**src/rtl/score_digit_renderer_pkg.sv**
```systemverilog
// Shared leaderboard definitions: glyph geometry, converter FSM states and
// the decimal saturation helper used by the score digit renderer.
package score_digit_renderer_pkg;

    localparam int GLYPH_W     = 30;
    localparam int GLYPH_H     = 30;
    localparam int GLYPH_SIZE  = GLYPH_W * GLYPH_H;
    localparam int GLYPH_COUNT = 10;

    typedef enum logic [1:0] {
        IDLE,
        CONVERT,
        COMMIT
    } bcd_state_t;

    // Largest value representable with the given number of decimal digits.
    function automatic logic [63:0] max_decimal(input int digits);
        logic [63:0] p;
        p = 64'd1;
        for (int i = 0; i < digits; i++) begin
            p = p * 64'd10;
        end
        return p - 64'd1;
    endfunction

endpackage

```
**src/rtl/score_digit_renderer_if.sv**
```systemverilog
// Bundle of the score-load handshake, raster pixel stream and glyph ROM
// signals of the score digit renderer.
interface score_digit_renderer_if #(
    parameter int SCORE_W    = 20,
    parameter int NUM_DIGITS = 6,
    parameter int ROM_AW     = 14
) ();

    logic [SCORE_W-1:0]      score_in;
    logic                    score_load;
    logic                    busy;
    logic                    bcd_valid;
    logic [4*NUM_DIGITS-1:0] digits_out;
    logic [9:0]              pix_x;
    logic [9:0]              pix_y;
    logic                    pix_valid;
    logic [ROM_AW-1:0]       rom_addr;
    logic                    rom_q;
    logic                    pixel_on;
    logic                    pixel_valid;

    modport master (
        output score_in, score_load, pix_x, pix_y, pix_valid, rom_q,
        input  busy, bcd_valid, digits_out, rom_addr, pixel_on, pixel_valid
    );

    modport slave (
        input  score_in, score_load, pix_x, pix_y, pix_valid, rom_q,
        output busy, bcd_valid, digits_out, rom_addr, pixel_on, pixel_valid
    );

endinterface

```
**src/rtl/score_digit_renderer_bin2bcd_seq.sv**
```systemverilog
// Sequential double-dabble converter: one shift per clock, committed result
// is held in digits_out until the next completed conversion.
module bin2bcd_seq
    import score_digit_renderer_pkg::*;
#(
    parameter int SCORE_W    = 20,
    parameter int NUM_DIGITS = 6
) (
    input  logic                    clk,
    input  logic                    reset,
    input  logic [SCORE_W-1:0]      score_in,
    input  logic                    score_load,
    output logic                    busy,
    output logic                    bcd_valid,
    output logic [4*NUM_DIGITS-1:0] digits_out
);

    localparam int          BCD_W     = 4 * NUM_DIGITS;
    localparam int          CNT_W     = $clog2(SCORE_W + 1);
    localparam logic [63:0] SAT_LIMIT = max_decimal(NUM_DIGITS);

    bcd_state_t         state, next_state;
    logic [SCORE_W-1:0] bin_q;
    logic [BCD_W-1:0]   bcd_q;
    logic [BCD_W-1:0]   bcd_adj;
    logic [CNT_W-1:0]   iter_q;
    logic [SCORE_W-1:0] operand;
    logic               last_iter;
    logic               do_load;
    logic               do_commit;

    always_ff @(posedge clk or posedge reset) begin
        if (reset) begin
            state <= IDLE;
        end else begin
            state <= next_state;
        end
    end

    always_comb begin
        next_state = state;
        case (state)
            IDLE:    if (score_load) next_state = CONVERT;
            CONVERT: if (last_iter)  next_state = COMMIT;
            COMMIT:  next_state = IDLE;
            default: next_state = IDLE;
        endcase
    end

    always_comb begin
        busy      = (state == CONVERT);
        do_load   = (state == IDLE) && score_load;
        do_commit = (state == COMMIT);
    end

    // Scores beyond the display range are clamped to all nines.
    always_comb begin
        last_iter = (iter_q == CNT_W'(SCORE_W - 1));
        operand   = score_in;
        if (64'(score_in) > SAT_LIMIT) begin
            operand = SAT_LIMIT[SCORE_W-1:0];
        end
        bcd_adj = bcd_q;
        for (int i = 0; i < NUM_DIGITS; i++) begin
            if (bcd_q[4*i +: 4] >= 4'd5) begin
                bcd_adj[4*i +: 4] = bcd_q[4*i +: 4] + 4'd3;
            end
        end
    end

    always_ff @(posedge clk or posedge reset) begin
        if (reset) begin
            bin_q      <= '0;
            bcd_q      <= '0;
            iter_q     <= '0;
            digits_out <= '0;
            bcd_valid  <= 1'b0;
        end else begin
            bcd_valid <= do_commit;
            if (do_load) begin
                bin_q  <= operand;
                bcd_q  <= '0;
                iter_q <= '0;
            end else if (busy) begin
                bcd_q  <= {bcd_adj[BCD_W-2:0], bin_q[SCORE_W-1]};
                bin_q  <= {bin_q[SCORE_W-2:0], 1'b0};
                iter_q <= iter_q + 1'b1;
            end
            if (do_commit) begin
                digits_out <= bcd_q;
            end
        end
    end

endmodule

```
**src/rtl/score_digit_renderer.sv**
```systemverilog
// Score digit renderer: BCD conversion of the score plus a 3-stage pipeline
// mapping raster coordinates to glyph ROM addresses and lit pixels.
module score_digit_renderer #(
    parameter int NUM_DIGITS = 6,
    parameter int SCORE_W    = 20,
    parameter int GLYPH_W    = score_digit_renderer_pkg::GLYPH_W,
    parameter int GLYPH_H    = score_digit_renderer_pkg::GLYPH_H,
    parameter int ORIGIN_X   = 0,
    parameter int ORIGIN_Y   = 0,
    parameter int BLANK_LZ   = 1,
    parameter int ROM_AW     = 14
) (
    input logic              clk,
    input logic              reset,
    score_digit_renderer_if.slave bus
);

    import score_digit_renderer_pkg::*;

    localparam int                IDX_W        = (NUM_DIGITS > 1) ? $clog2(NUM_DIGITS) : 1;
    localparam logic [31:0]       X_LO         = 32'(ORIGIN_X);
    localparam logic [31:0]       Y_LO         = 32'(ORIGIN_Y);
    localparam logic [ROM_AW-1:0] GLYPH_SIZE_A = ROM_AW'(GLYPH_W * GLYPH_H);
    localparam logic [ROM_AW-1:0] GLYPH_W_A    = ROM_AW'(GLYPH_W);

    logic [31:0]           x_rel, y_rel;
    logic [IDX_W-1:0]      pos_c;
    logic [9:0]            col_base;
    logic [9:0]            col_c;
    logic [3:0]            digit_c;
    logic                  in_box_c;
    logic                  blank_c;
    logic                  run_zero;
    logic [NUM_DIGITS-1:0] blank_mask;

    logic       s1_valid, s1_in_box, s1_blank;
    logic [3:0] s1_digit;
    logic [9:0] s1_row, s1_col;
    logic       s2_valid, s2_in_box, s2_blank;

    bin2bcd_seq #(
        .SCORE_W    (SCORE_W),
        .NUM_DIGITS (NUM_DIGITS)
    ) u_bin2bcd (
        .clk        (clk),
        .reset      (reset),
        .score_in   (bus.score_in),
        .score_load (bus.score_load),
        .busy       (bus.busy),
        .bcd_valid  (bus.bcd_valid),
        .digits_out (bus.digits_out)
    );

    // A digit is blank when it and everything more significant are zero.
    always_comb begin
        blank_mask = '0;
        run_zero   = 1'b1;
        for (int i = NUM_DIGITS - 1; i >= 1; i--) begin
            run_zero      = run_zero & (bus.digits_out[4*i +: 4] == 4'd0);
            blank_mask[i] = run_zero & (BLANK_LZ != 0);
        end
    end

    // Coordinates left of/above the origin wrap to huge values and fall out of box.
    always_comb begin
        x_rel    = 32'(bus.pix_x) - X_LO;
        y_rel    = 32'(bus.pix_y) - Y_LO;
        in_box_c = bus.pix_valid && (x_rel < 32'(NUM_DIGITS * GLYPH_W))
                                 && (y_rel < 32'(GLYPH_H));
        pos_c    = '0;
        col_base = '0;
        for (int k = 1; k < NUM_DIGITS; k++) begin
            if (x_rel >= 32'(k * GLYPH_W)) begin
                pos_c    = IDX_W'(k);
                col_base = 10'(k * GLYPH_W);
            end
        end
        col_c   = x_rel[9:0] - col_base;
        digit_c = '0;
        blank_c = 1'b0;
        for (int i = 0; i < NUM_DIGITS; i++) begin
            if (IDX_W'(NUM_DIGITS - 1 - i) == pos_c) begin
                digit_c = bus.digits_out[4*i +: 4];
                blank_c = blank_mask[i];
            end
        end
    end

    always_ff @(posedge clk or posedge reset) begin
        if (reset) begin
            s1_valid  <= 1'b0;
            s1_in_box <= 1'b0;
            s1_blank  <= 1'b0;
            s1_digit  <= '0;
            s1_row    <= '0;
            s1_col    <= '0;
        end else begin
            s1_valid  <= bus.pix_valid;
            s1_in_box <= in_box_c;
            s1_blank  <= blank_c;
            s1_digit  <= digit_c;
            s1_row    <= y_rel[9:0];
            s1_col    <= col_c;
        end
    end

    // The ROM address only moves for in-box pixels to avoid needless ROM toggling.
    always_ff @(posedge clk or posedge reset) begin
        if (reset) begin
            bus.rom_addr <= '0;
            s2_valid     <= 1'b0;
            s2_in_box    <= 1'b0;
            s2_blank     <= 1'b0;
        end else begin
            if (s1_in_box) begin
                bus.rom_addr <= GLYPH_SIZE_A * ROM_AW'(s1_digit)
                              + GLYPH_W_A * ROM_AW'(s1_row)
                              + ROM_AW'(s1_col);
            end
            s2_valid  <= s1_valid;
            s2_in_box <= s1_in_box;
            s2_blank  <= s1_blank;
        end
    end

    always_ff @(posedge clk or posedge reset) begin
        if (reset) begin
            bus.pixel_on    <= 1'b0;
            bus.pixel_valid <= 1'b0;
        end else begin
            bus.pixel_on    <= bus.rom_q & s2_in_box & ~s2_blank;
            bus.pixel_valid <= s2_valid;
        end
    end

endmodule

```
**src/flat_wrapper.sv**
```systemverilog
// flat-port wrapper written by rule: the top's interface ports become plain ports
module score_digit_renderer_flat import score_digit_renderer_pkg::*;
#(
    parameter int NUM_DIGITS = 6,
    parameter int SCORE_W    = 20,
    parameter int GLYPH_W    = score_digit_renderer_pkg::GLYPH_W,
    parameter int GLYPH_H    = score_digit_renderer_pkg::GLYPH_H,
    parameter int ORIGIN_X   = 0,
    parameter int ORIGIN_Y   = 0,
    parameter int BLANK_LZ   = 1,
    parameter int ROM_AW     = 14
)
  (clk, reset, bus_score_in, bus_score_load, bus_pix_x, bus_pix_y, bus_pix_valid, bus_rom_q, bus_busy, bus_bcd_valid, bus_digits_out, bus_rom_addr, bus_pixel_on, bus_pixel_valid);
  score_digit_renderer_if #(.SCORE_W(SCORE_W), .NUM_DIGITS(NUM_DIGITS), .ROM_AW(ROM_AW)) bus_i ();
  input logic clk;
  input logic reset;
  input wire logic [$bits(bus_i.score_in)-1:0] bus_score_in;
  input wire logic [$bits(bus_i.score_load)-1:0] bus_score_load;
  input wire logic [$bits(bus_i.pix_x)-1:0] bus_pix_x;
  input wire logic [$bits(bus_i.pix_y)-1:0] bus_pix_y;
  input wire logic [$bits(bus_i.pix_valid)-1:0] bus_pix_valid;
  input wire logic [$bits(bus_i.rom_q)-1:0] bus_rom_q;
  output wire logic [$bits(bus_i.busy)-1:0] bus_busy;
  output wire logic [$bits(bus_i.bcd_valid)-1:0] bus_bcd_valid;
  output wire logic [$bits(bus_i.digits_out)-1:0] bus_digits_out;
  output wire logic [$bits(bus_i.rom_addr)-1:0] bus_rom_addr;
  output wire logic [$bits(bus_i.pixel_on)-1:0] bus_pixel_on;
  output wire logic [$bits(bus_i.pixel_valid)-1:0] bus_pixel_valid;
  assign bus_i.score_in = bus_score_in;
  assign bus_i.score_load = bus_score_load;
  assign bus_i.pix_x = bus_pix_x;
  assign bus_i.pix_y = bus_pix_y;
  assign bus_i.pix_valid = bus_pix_valid;
  assign bus_i.rom_q = bus_rom_q;
  assign bus_busy = bus_i.busy;
  assign bus_bcd_valid = bus_i.bcd_valid;
  assign bus_digits_out = bus_i.digits_out;
  assign bus_rom_addr = bus_i.rom_addr;
  assign bus_pixel_on = bus_i.pixel_on;
  assign bus_pixel_valid = bus_i.pixel_valid;
  score_digit_renderer #(.NUM_DIGITS(NUM_DIGITS), .SCORE_W(SCORE_W), .GLYPH_W(GLYPH_W), .GLYPH_H(GLYPH_H), .ORIGIN_X(ORIGIN_X), .ORIGIN_Y(ORIGIN_Y), .BLANK_LZ(BLANK_LZ), .ROM_AW(ROM_AW)) u_core (.clk(clk), .reset(reset), .bus(bus_i));
endmodule
```
**config.mk**
```make
export PLATFORM = sky130hd
export DESIGN_NAME = score_digit_renderer_flat
export DESIGN_NICKNAME = d
export VERILOG_FILES = /design/src/rtl/score_digit_renderer_pkg.sv /design/src/rtl/score_digit_renderer_if.sv /design/src/rtl/score_digit_renderer_bin2bcd_seq.sv /design/src/rtl/score_digit_renderer.sv /design/src/flat_wrapper.sv
export SDC_FILE = /design/constraint.sdc
export NUM_CORES = 1
export LEC_CHECK = 0
export CORE_ASPECT_RATIO = 1.75
export CORE_MARGIN = 2
export CORE_UTILIZATION = 55
export DETAILED_ROUTE_END_ITERATION = 6
export MAX_ROUTING_LAYER = met4
export PLACE_DENSITY = 0.91
export SLEW_MARGIN = 0
export SYNTH_ARGS = -nofsm -noshare
export SYNTH_HDL_FRONTEND = slang
export SYNTH_SLANG_ARGS = --single-unit
```
**constraint.sdc**
```tcl
create_clock -name clk -period 5 [get_ports clk]
set_clock_uncertainty 0.05 [all_clocks]
set_input_delay 0.5 -clock clk [delete_from_list [all_inputs] [get_ports clk]]
set_output_delay 0.5 -clock clk [all_outputs]
set_load 0.02 [all_outputs]
```
# --- Yosys cells after proc, flatten, opt, wreduce, memory -nomap -nowiden ---
# Index checks and enable logic that the tools add are counted.
# Widths: inputs -> output; s select.
totals:
  wordCells: 110
  mem_count: 0
  latchBits: 0
  ramBits: 0
  out_inout_bits: 42
  mem_bits_ro: 0
  inputBits: 45
  regBits: 122
op_classes:
  addsub: 10
  shifts: 0
  eq_ne: 10
  mux: 37
  n_lt_le_gt_ge: 14
  bitwise_logic: 7
  div_mod_pow: 0
  n_reduce_logical: 12
  n_mul: 2
ops:
  columns: ["op", "n"]
  rows:
  - ["$mux 20", 3]
  - ["$mux 24", 2]
  - ["$mux 4", 11]
  - ["$mux 10", 4]
  - ["$ge 4x3->1 const B", 6]
  - ["$add 4x2->4 const B", 5]
  - ["$ge 10x7->1 const B", 2]
  - ["$gt 20x20->1 const B", 1]
  - ["$logic_not 4->1", 5]
  - ["$mux 3", 5]
  - ["$mux 5", 3]
  - ["$add 14x10->14", 1]
  - ["$add 14x14->14", 1]
  - ["$mul 4x10->13 const A", 1]
  - ["$mul 8x4->12 const A", 1]
  - ["$ge 10x5->1 const B", 1]
  - ["$ge 10x6->1 const B", 1]
  - ["$ge 10x8->1 const B", 1]
  - ["$lt 10x5->1 const B", 1]
  - ["$lt 10x8->1 const B", 1]
  - ["$sub 10x10->10", 1]
  - ["$and 1x1->1", 6]
  - ["$eq 2x3->1 const A", 2]
  - ["$eq 3x3->1 const A", 2]
  - ["other kinds (17)", 25]

# --- Logic depth before layout (Yosys ltp) ---
depth:
  word_depth: 13
  ltp_mapped: 19
  ltp_nobuf: 19

# --- Cells and area by module ---
# A second synthesis with hierarchy kept.
hier_totals:
  cells_unflattened: 768
  hier_area_um2: 7770.0
by_module_without_submodules:
  columns: ["mod", "n_inst", "cells_per_inst", "seq_area_each_um2", "area_per_inst_um2"]
  rows:
  - ["score_digit_renderer", 1, 443, 1151.1, 4192.8]
  - ["bin2bcd_seq", 1, 325, 1901.8, 3577.2]

# --- Worst setup path after synthesis ---
# No wires, ideal clock.
synth_path:
  path_type: "flip-flop to flip-flop"
  from: "register u_core.s1_row[0]"
  to: "register u_core.bus.rom_addr[13]"
  t_required_ps: 4808
  path_stages_with_launch: 19
  setup_ps: 142
  period_less_slack_ps: 4489
  slack_ps: 511
  n_path_buf: 0
  arrival_ps: 4297
  path_cell_list: "dfrtp_1 > fa_1 > fa_1 > ha_1 > a21o_1 > a21oi_1 > o21bai_1 > a2111oi_2 > o31ai_1 > a21oi_1 > xnor2_1 > ha_1 > ha_1 > or3_1 > o21ai_0 > a21oi_1 > xnor2_1 > xnor2_1 > a21oi_1"
synth_between:
  elab_chain_len: 3
synth_rtl:
  columns: ["item", "line", "rtl"]
  rows:
  - ["from (decl)", "score_digit_renderer.sv:38", "logic [9:0] s1_row, s1_col;"]
  - ["from (signal assigned)", "score_digit_renderer.sv:102", "s1_row <= y_rel[9:0];"]
  - ["$mul 4x10->13", "score_digit_renderer.sv:117", "+ GLYPH_W_A * ROM_AW'(s1_row)"]
  - ["$add 14x14->14", "score_digit_renderer.sv:117", null]
  - ["$add 14x10->14", "score_digit_renderer.sv:118", "+ ROM_AW'(s1_col);"]
  - ["to (signal assigned)", "score_digit_renderer.sv:116", "bus.rom_addr <= GLYPH_SIZE_A * ROM_AW'(s1_digit)"]
  - ["to (decl)", "score_digit_renderer_if.sv:29", "output busy, bcd_valid, digits_out, rom_addr, pixel_on, pixel_valid"]
# Every way passes these cells.
# A chain may end at the register's enable or synchronous reset.

# --- Final worst setup path ---
# Same ends and word-level chain as after synthesis.

==> impl_metrics.csv <==
group,metric,value,unit
clocking,cts.sinks,122,
sta,max_freq,209,MHz
floorplan,die_h,157,um
routing,drtIter0Drc,263,
pwr,peakVddDrop,0.350,mV
floorplan,start_util,55.8,%
global_routing,grt_start_max_net_pins,74,
synthesis,synth-seq-cells,122,
pwr,leakage,4.20,nW
worst_setup_path,worstPathCellList,"fa_1 > fa_1 > ha_1 > a21o_1 > a21oi_2 > o21bai_2 > a2111oi_4 > o31ai_1 > a21oi_1 > xnor2_1 > ha_1 > ha_1 > or3_1 > o21ai_0 > a21oi_1 > xnor2_1 > xnor2_1 > a21oi_1",
synthesis,ys_async_sr_fraction,100,%
pwr,p_per_area,603,nW/um2
worst_setup_path,required,5210,ps
routing,vias,5852,
sta,rsz0062_at_grt,"false",
worst_setup_path,critPathMaxFanout,3,
finish,drive_gt1_share,8.97,%
global_routing,antenna_found_initial,0,
synthesis,seq_area_frac_synth,41.3,%
clocking,clk_pin_slew_worst_paths,60,ps
synthesis,synthFlopType,"dfrtp_1",
clocking,cts_buffers,17,
pwr,switching_power,2.16,mW
run_status,status,"finished clean",
synthesis,postSynthCellCount,736,
floorplan,dieArea,14400,um2
pwr,switching_share,39.6,%
finish,diodes,0,
place,portBuffers,86,
synthesis,synth_cell_types,58,
finish,final_cell_mix,"dfrtp_1, clkdlybuf4s50_1, inv_1",
floorplan,io_pins,87,
worst_setup_path,critPathLaunchType,"flip-flop",
sta,tightest_slew,908,ps
synthesis,post_synth.cell_area_avg,10.0,um2
pwr,comb_power_share,48.0,%
clocking,cts.htree.levels,4,
sta,relSlewSlack,39.5,%
finish,syn_to_final_growth,22.8,%
pwr,power,5.47,mW
pwr,p_seq_share,28.0,%
place,hpwlAfterDp,13000,um
routing,ant_nets,0,
floorplan,fp.dieW,91.6,um
clocking,cts_tree,"done",
synthesis,synth_edf_count,0,
routing,dr.pass1.iters,4,
worst_setup_path,cp.arrival,5000,ps
min_path,hold_class,"flip-flop to flip-flop",
place,gp_congestion,0.945,
routing,finalWirelength,17700,um
clocking,root_buffer,"clkbuf_16",
sta,setup_viol,0,
sta,hold_viol,0,
routing,routedWlPerCell,17.6,um
synthesis,syn_nets,872,
synthesis,synthesis.area,7390,um2
clocking,clock_latency,410,ps
worst_setup_path,r2r_slack,210,ps
run,cap_violations,0,
sta,finalCriticalPeriod,4790,ps
worst_setup_path,critPathTopFamily,"adder cells",
worst_setup_path,critPathSlowestCell,"fa_1",
worst_setup_path,cp_slowest_stage_delay,600,ps
clocking,post-cts-setup-buffer-count,0,
global_routing,grt_use_total,27.4,%
worst_setup_path,path_buf_inv,0,
finish,nets,960,
worst_setup_path,worstSetupPathType,"flip-flop to flip-flop",
place,placedCellCount,979,
clocking,cts_max_path_buffers,2,
global_routing,grt_pass1_wl,30000,um
pwr,p_int,3.31,mW
routing,post_drt_via_cell_ratio,5.79,
global_routing,overflow,0,
floorplan,design.core.area,13200,um2
sta,tns,0,ps
worst_setup_path,end_kind,"flip-flop",
pwr,p_clk_share,23.9,%
sta,maxSlewViolCount,0,
routing,drcViolationCount,0,
finish,final_core_util,68.5,%
global_routing,grt_pass1_vias,6208,
finish,final_common_cell,"dfrtp_1",
finish,stdcell_count,1010,
synthesis,yosys_warnings,0,
sta,period_share,95.9,%
floorplan,placementRows,56,
[routing by layer]
metal	global-route usage (%)	part of all wire, %	vias up
li1	-	-	2701
met1	26.4	34	2919
met2	50.8	57	175
met3	5.12	4.4	57
met4	14.9	5.0	0
met5	-	0	-
[state kept, by name, indices dropped and copies added (netlist names), 2 cells and up]
signal                       count
u_core.s1_col                   10
u_core.u_bin2bcd.iter_q          5
u_core.u_bin2bcd.bcd_q          24
u_core.bus.rom_addr             14
u_core.u_bin2bcd.bin_q          20
u_core.s1_digit                  4
u_core.u_bin2bcd.state           2
u_core.s1_row                   10
u_core.u_bin2bcd.digits_out     24
[through the flow]
stage | hold WS, ps | area [um2] | setup slack [ps]
final | 295 | 9070 | 205
after global routing | 305 | 9070 | 8.10
after CTS | 297 | 9050 | 78.4
after detailed placement | 285 | 8410 | 110
after global placement | 283 | 8410 | 332
after floorplan | 281 | 7390 | 511
[power groups by stage]
stage | combinational [mW] | sequential, mW | clock (mW)
detailed placement | 2.55 | 1.53 | 0
CTS | 2.60 | 1.53 | 1.32
global placement | 2.44 | 1.52 | 0
floorplan | 1.78 | 1.55 | 0
global route | 2.92 | 1.56 | 1.37
finish | 2.63 | 1.53 | 1.31
[timing repair]
action,in CTS,in global routing
resized for setup,0,5
hold buffers,0,0
endpoints found under the setup margin,0,1
[final timing paths]
check | start | to | cells after the start
worst min-delay path | u_core.s1_valid | u_core.s2_valid | 0
worst max register to register | u_core.s1_row[0] | u_core.bus.rom_addr[13] | 18
worst max-delay path | u_core.s1_row[0] | u_core.bus.rom_addr[13] | 18
min in group asynchronous | reset | u_core.s1_row[9] | 3
max in group asynchronous | reset | u_core.u_bin2bcd.bcd_q[20] | 3
worst min register to register | u_core.s1_valid | u_core.s2_valid | 0
[cell families after synthesis]
| family | Yosys count | share of synthesized area [%] |
|---|---|---|
| DFF | 122 | 41.3 |
| xor gates and xnor gates | 39 | 4.62 |
| AOI/OAI and AO/OA | 185 | 15.6 |
| and+or+nand+nor | 171 | 11.0 |
| buffers and inverters | 104 | 5.44 |
| adders and majority gates | 91 | 18.4 |
| muxes | 24 | 3.64 |
[synth_stat cells, drive strengths merged (2+ instances only)]
master | number | share of area, %
dfrtp | 122 | 41
inv | 81 | 4.2
o21ai | 63 | 4.3
a21oi | 62 | 4.5
ha | 62 | 11
nand2 | 54 | 2.7
nor2 | 44 | 2.2
fa | 29 | 7.9
xnor2 | 29 | 3.4
mux2 | 23 | 3.5
nand3 | 22 | 1.5
clkbuf | 17 | 0.86
nand2b | 15 | 1.3
a21o | 12 | 1.2
xor2 | 10 | 1.2
o31ai | 8 | 0.81
nor4 | 6 | 0.51
a32o | 5 | 0.68
buf | 5 | 0.37
nor3 | 5 | 0.41
a221o | 4 | 0.54
a221oi | 4 | 0.47
nand4 | 4 | 0.34
nor3b | 4 | 0.41
o21bai | 4 | 0.41
o22ai | 4 | 0.34
a2111oi | 3 | 0.53
nor2b | 3 | 0.25
o211ai | 3 | 0.30
or2 | 3 | 0.25
a22oi | 2 | 0.20
a31oi | 2 | 0.17
and2 | 2 | 0.20
nand3b | 2 | 0.20
or3 | 2 | 0.17
or4 | 2 | 0.20
[cell type report]
cell class | instances | area (um2)
clock inverters | 11 | 166
well taps | 174 | 218
flip-flops and latches | 122 | 3050
multi-input cells | 510 | 3960
fillers | 946 | 4170
repair buffers | 91 | 898
inverters | 82 | 313
clock buffers | 20 | 467
(Power assumes the default switching activity.)
